===== config.mk =====
export PLATFORM = sky130hd
export DESIGN_NAME = collision_monitor
export DESIGN_NICKNAME = d
export VERILOG_FILES = /design/src/rtl/collision_monitor.sv
export SDC_FILE = /design/constraint.sdc
export NUM_CORES = 1
export LEC_CHECK = 0
export ABC_AREA = 1
export BUFFER_PORTS_ARGS = -buffer_cell sky130_fd_sc_hd__buf_4
export CAP_MARGIN = 15
export CORE_UTILIZATION = 35
export CTS_CLUSTER_SIZE = 24
export DETAILED_ROUTE_END_ITERATION = 10
export GPL_TIMING_DRIVEN = 1
export PLACE_DENSITY = 0.52
export SLEW_MARGIN = 20
export SYNTH_ARGS = -nofsm -noshare
export SYNTH_HDL_FRONTEND = slang
export SYNTH_SLANG_ARGS = --single-unit
export TNS_END_PERCENT = 20

===== constraint.sdc =====
create_clock -name clk -period 3.3 [get_ports clk]
set_clock_uncertainty 0.1 [all_clocks]
set_input_delay 0.99 -clock clk [delete_from_list [all_inputs] [get_ports clk]]
set_output_delay 0.99 -clock clk [all_outputs]
set_load 0.02 [all_outputs]

===== src/rtl/collision_monitor.sv =====
// Collision monitor: per-frame cube/obstacle overlap detection, cleared-line scoring and play/hit/over sequencing.
// Optional SCORE_BCD_EN: score held as two packed BCD digits (SCORE_W must be 8), saturating at 8'h99.
module collision_monitor #(
    parameter int N_LINES     = 5,
    parameter int SCORE_W     = 8,
    parameter int HIT_THRESH  = 4,
    parameter int HOLD_FRAMES = 60,
    localparam int HL_W       = $clog2(N_LINES + 1)
) (
    input  logic               clk,
    input  logic               reset,
    input  logic               pix_valid,
    input  logic               frame_tick,
    input  logic               cube_px,
    input  logic [N_LINES-1:0] obstacle_px,
    input  logic [N_LINES-1:0] col_px,
    input  logic               border_px,
    input  logic               start,
    input  logic               clear,
    output logic               run,
    output logic               hit,
    output logic [HL_W-1:0]    hit_line,
    output logic               game_over,
    output logic [SCORE_W-1:0] score
);

    localparam int CNT_W  = $clog2(HIT_THRESH + 1);
    localparam int HOLD_W = $clog2(HOLD_FRAMES + 1);

    typedef enum logic [1:0] {IDLE, PLAY, HIT_HOLD, OVER} state_t;

    state_t             state_q, state_d;
    logic               run_q, run_d;
    logic               hit_q, hit_d;
    logic [HL_W-1:0]    hit_line_q, hit_line_d;
    logic               game_over_q, game_over_d;
    logic [SCORE_W-1:0] score_q, score_d;
    logic [CNT_W-1:0]   ovl_cnt_q, ovl_cnt_d;
    logic [HL_W-1:0]    hl_next_q, hl_next_d;
    logic [N_LINES-1:0] col_seen_q, col_seen_d;
    logic [N_LINES-1:0] prev_col_q, prev_col_d;
    logic [HOLD_W-1:0]  hold_cnt_q, hold_cnt_d;

    logic               ovl;
    logic [HL_W-1:0]    hl_pix;
    logic               hl_found;
    logic [HL_W-1:0]    exits;
    logic [SCORE_W-1:0] score_sum;

    function automatic logic [HL_W-1:0] popcnt(input logic [N_LINES-1:0] v);
        logic [HL_W-1:0] n;
        n = '0;
        for (int unsigned i = 0; i < N_LINES; i++) n = n + HL_W'(v[i]);
        return n;
    endfunction

`ifdef SCORE_BCD_EN
    function automatic logic [7:0] bcd_inc(input logic [7:0] s);
        if (s == 8'h99)         return s;
        else if (s[3:0] == 4'd9) return {s[7:4] + 4'd1, 4'd0};
        else                     return {s[7:4], s[3:0] + 4'd1};
    endfunction

    always_comb begin
        score_sum = score_q;
        for (int unsigned i = 0; i < N_LINES; i++)
            if (HL_W'(i) < exits) score_sum = bcd_inc(score_sum);
    end
`else
    logic [SCORE_W:0] score_wide;

    always_comb begin
        score_wide = {1'b0, score_q} + (SCORE_W + 1)'(exits);
        score_sum  = score_wide[SCORE_W] ? '1 : score_wide[SCORE_W-1:0];
    end
`endif

    assign ovl   = cube_px & ((|obstacle_px) | border_px);
    assign exits = popcnt(prev_col_q & ~col_seen_q);

    // Lowest-index obstacle wins; border-only overlap reports N_LINES.
    always_comb begin
        hl_pix   = HL_W'(N_LINES);
        hl_found = 1'b0;
        for (int unsigned i = 0; i < N_LINES; i++) begin
            if (!hl_found && obstacle_px[i]) begin
                hl_pix   = HL_W'(i);
                hl_found = 1'b1;
            end
        end
    end

    always_comb begin
        state_d    = state_q;
        hit_d      = hit_q;
        hit_line_d = hit_line_q;
        score_d    = score_q;
        ovl_cnt_d  = ovl_cnt_q;
        hl_next_d  = hl_next_q;
        col_seen_d = col_seen_q;
        prev_col_d = prev_col_q;
        hold_cnt_d = hold_cnt_q;

        case (state_q)
            IDLE, OVER: begin
                // start outranks a coincident frame_tick; nothing is evaluated here.
                if (start) begin
                    state_d    = PLAY;
                    score_d    = '0;
                    hit_d      = 1'b0;
                    hit_line_d = '0;
                    ovl_cnt_d  = '0;
                    hl_next_d  = '0;
                    col_seen_d = '0;
                    prev_col_d = '0;
                end
            end
            PLAY: begin
                if (frame_tick) begin
                    if (ovl_cnt_q >= CNT_W'(HIT_THRESH)) begin
                        state_d    = HIT_HOLD;
                        hit_d      = 1'b1;
                        hit_line_d = hl_next_q;
                        hold_cnt_d = HOLD_W'(HOLD_FRAMES - 1);
                    end else begin
                        score_d = score_sum;
                    end
                    prev_col_d = col_seen_q;
                    col_seen_d = '0;
                    ovl_cnt_d  = '0;
                    hl_next_d  = '0;
                end else if (pix_valid) begin
                    if (ovl && ovl_cnt_q == '0) hl_next_d = hl_pix;
                    if (ovl && ovl_cnt_q < CNT_W'(HIT_THRESH)) ovl_cnt_d = ovl_cnt_q + 1'b1;
                    col_seen_d = col_seen_q | ({N_LINES{cube_px}} & col_px);
                end
            end
            HIT_HOLD: begin
                if (frame_tick) begin
                    if (hold_cnt_q == '0) state_d = OVER;
                    else hold_cnt_d = hold_cnt_q - 1'b1;
                end
            end
            default: state_d = IDLE;
        endcase

        if (clear) score_d = '0;

        run_d       = (state_d == PLAY);
        game_over_d = (state_d == OVER);
    end

    always_ff @(posedge clk or negedge reset) begin
        if (!reset) begin
            state_q     <= IDLE;
            run_q       <= 1'b0;
            hit_q       <= 1'b0;
            hit_line_q  <= '0;
            game_over_q <= 1'b0;
            score_q     <= '0;
            ovl_cnt_q   <= '0;
            hl_next_q   <= '0;
            col_seen_q  <= '0;
            prev_col_q  <= '0;
            hold_cnt_q  <= '0;
        end else begin
            state_q     <= state_d;
            run_q       <= run_d;
            hit_q       <= hit_d;
            hit_line_q  <= hit_line_d;
            game_over_q <= game_over_d;
            score_q     <= score_d;
            ovl_cnt_q   <= ovl_cnt_d;
            hl_next_q   <= hl_next_d;
            col_seen_q  <= col_seen_d;
            prev_col_q  <= prev_col_d;
            hold_cnt_q  <= hold_cnt_d;
        end
    end

    assign run       = run_q;
    assign hit       = hit_q;
    assign hit_line  = hit_line_q;
    assign game_over = game_over_q;
    assign score     = score_q;

endmodule


==> impl_metrics.json <==
{
  "power.switching_mw": 0.801,
  "cts_setup_buffers": 0,
  "final_area_sq_um": 2700,
  "clock_latency_ns": 0.30,
  "syn_area_sq_um": 2250,
  "synthToLayoutAreaGrowth_pct": 19.9,
  "rsz0062_at_grt": "no",
  "cts_tree": "built",
  "core.rowCount": 28,
  "yosysWarnings": 0,
  "synthCells": 301,
  "start_util_pct": 37.1,
  "fin_ws_ns": 0.288,
  "clockRootBuffer": "clkbuf_8",
  "synth.top_cell.area_share_pct": 42.3,
  "drt_wl_total_um": 4520,
  "hold-path-cell-count": 2,
  "final-hold-violation-count": 0,
  "comb_power_share_pct": 41.9,
  "period_minus_slack_ns": 3.01,
  "grt_overflow_total": 0,
  "cts_resized": 0,
  "place_area_sq_um": 2560,
  "h-tree-depth": 2,
  "ys_seq_area_share_pct": 42.3,
  "track_usage_pct": 15.0,
  "ys_ff_latch": 38,
  "min_from": "hl_next_q[0]$_DFFE_PN0P_",
  "crit_arrival_ns": 3.11,
  "hold_end": "hl_next_q[0]$_DFFE_PN0P_",
  "die_y_um": 82.1,
  "syn_area_per_cell_sq_um": 7.47,
  "synthTopCellsByArea": "dfrtp_1 42%, nand2_1 17%, nand3_1 6.5%",
  "die_w_um": 82.1,
  "max-cap-violations": 0,
  "status": "complete, no violations",
  "core_sq_um": 6060,
  "grt_pass1_wl_um": 7590,
  "antenna_cells": 0,
  "gp_congestion": 0.844,
  "cts_hold_buf": 0,
  "path_clk_slew_ns": 0.09,
  "ys_types": 29,
  "vias_per_cell": 4.58,
  "reg2reg_slack_ns": 0.29,
  "switching_share_pct": 40.5,
  "ant_nets": 0,
  "syn-num-nets": 332,
  "drive_above_1_share_pct": 17.5,
  "p_seq_share_pct": 33.6,
  "r2r_cells": 11,
  "hold_class": "flop to flop",
  "p_int_mw": 1.18,
  "routedWlPerCell_um": 11.0,
  "grt_pass1_vias": 1734,
  "dieArea_sq_um": 6740,
  "p_leak_nw": 1.45,
  "ios": 32,
  "worstSetupEndpointType": "flop",
  "final.setup.tns_ns": 0,
  "final_nets": 367,
  "vias": 1886,
  "dr.pass1.iters": 4,
  "place.detailed.hpwl_um": 3390,
  "finalSetupViolations": 0,
  "r2r-end": "score[2]$_DFFE_PN0P_",
  "place_ws_ns": 0.265,
  "final_util_pct": 44.5,
  "clk_path_buf_depth": 2,
  "peakVddDrop_uv": 331,
  "reg2reg_from": "col_seen_q[0]$_DFFE_PN0P_",
  "drc": 0,
  "slew_viol_final": 0,
  "drt_iter0_drc": 63,
  "p_per_area_nw_per_um2": 733,
  "required_ns": 3.40,
  "max_freq_mhz": 332,
  "tightest_slew_ns": 0.577,
  "clock_sinks": 38,
  "cts_made_buffers": 5,
  "critPathMaxFanout": 6,
  "antenna_found_initial": 0,
  "synth_largest_area_cell": "dfrtp_1",
  "criticalPathCategory": "flop to flop",
  "grt_max_degree": 39,
  "fin_crit_sh_pct": 91.3,
  "relSlewSlack_pct": 61.5,
  "critPathLaunchType": "flop",
  "io_buffers": 31,
  "p_clk_share_pct": 24.5
}
[cells in the mapped netlist (all sizes together)]
cell / instances
o21ai: 21
nor2: 28
fa: 3
nor3b: 1
dfrtp: 38
nand2: 101
ha: 10
inv: 43
nand4: 5
or2: 3
clkinv: 3
clkbuf: 1
a21oi: 7
buf: 2
xnor2: 1
nand3: 31
and3: 1
o21bai: 1
xor2: 1
[cell families after synthesis]
kind of cell | after synthesis | share of synthesized area [%]
and+or+nand+nor | 170 | 33.6
buffers and inverters | 49 | 8.46
DFF | 38 | 42.3
AOI/OAI and AO/OA | 29 | 6.57
adders and majority gates | 13 | 8.24
xor gates and xnor gates | 2 | 0.780
[registers in the layout, summed over array words and instances (netlist names), 2 cells and up]
signal	count
ovl_cnt_q	3
hl_next_q	3
hold_cnt_q	6
state_q	2
hit_line	3
col_seen_q	5
prev_col_q	5
score	8
[cells in the final DEF, fill, tap and decap left out, drive strengths merged]
cell type / netlist / final
nor2: 28 / 28
o21bai: 1 / 1
bufinv: 0 / 2
a21oi: 7 / 7
nand3: 31 / 31
ha: 10 / 10
inv: 43 / 43
o21ai: 21 / 21
xor2: 1 / 1
buf: 2 / 31
dfrtp: 38 / 38
nand2: 101 / 101
nand4: 5 / 5
nor3b: 1 / 1
fa: 3 / 3
clkbuf: 1 / 5
and3: 1 / 1
or2: 3 / 3
clkinv: 3 / 4
xnor2: 1 / 1
[area by class of cell]
class,instances,area (sq um)
Timing Repair Buffer,31,233
Inverter,46,174
Sequential cell,38,951
Multi-Input combinational cell,214,1110
Clock buffer,5,68.8
Fill cell,645,3370
Tap cell,75,93.8
Clock inverter,3,68.8
[layer usage]
layer	wire length (um)	track usage [%]	vias to the layer above
met5	0	0	-
met3	150	3.52	7
met4	67	5.79	0
met2	1990	24.5	27
li1	-	-	1009
met1	2310	19.3	843
[through the flow]
stage	cells	power [mW]	hold WS [ns]
finish	412	1.98	0.386
global route	412	2.15	0.415
CTS	412	2.01	0.389
detailed placement	404	1.52	0.359
global placement	404	1.51	0.367
floorplan	301	1.30	0.343
[power by group through the flow]
stage / Combinational (mW) / Clock, mW / Sequential [mW]
finish: 0.828 / 0.484 / 0.664
global route: 0.953 / 0.517 / 0.681
global placement: 0.842 / 0 / 0.672
floorplan: 0.606 / 0 / 0.692
detailed placement: 0.843 / 0 / 0.674
CTS: 0.846 / 0.498 / 0.665
[how the worst max path moves through the flow]
stage	start	end	slack (ns)
after global routing	col_seen_q[0]$_DFFE_PN0P_	score[2]$_DFFE_PN0P_	0.03
final	col_seen_q[0]$_DFFE_PN0P_	score[2]$_DFFE_PN0P_	0.29
after CTS	col_seen_q[0]$_DFFE_PN0P_	score[2]$_DFFE_PN0P_	0.25
after global placement	col_seen_q[0]$_DFFE_PN0P_	score[2]$_DFFE_PN0P_	0.34
after detailed placement	col_seen_q[0]$_DFFE_PN0P_	score[2]$_DFFE_PN0P_	0.27
after floorplan	score[0]$_DFFE_PN0P_	score[2]$_DFFE_PN0P_	0.46
[worst max-delay path: stages (launching register included)]
cell and delay, ns:
dfrtp_1 0.40, nor2_1 0.16, fa_1 0.46, fa_1 0.49, ha_1 0.25, fa_1 0.39
nand2_1 0.10, nand2_1 0.10, nand4_1 0.22, o21ai_0 0.13, nand2_1 0.07, nand2_1 0.04
No activity file was read; power rests on OpenSTA's default activity.
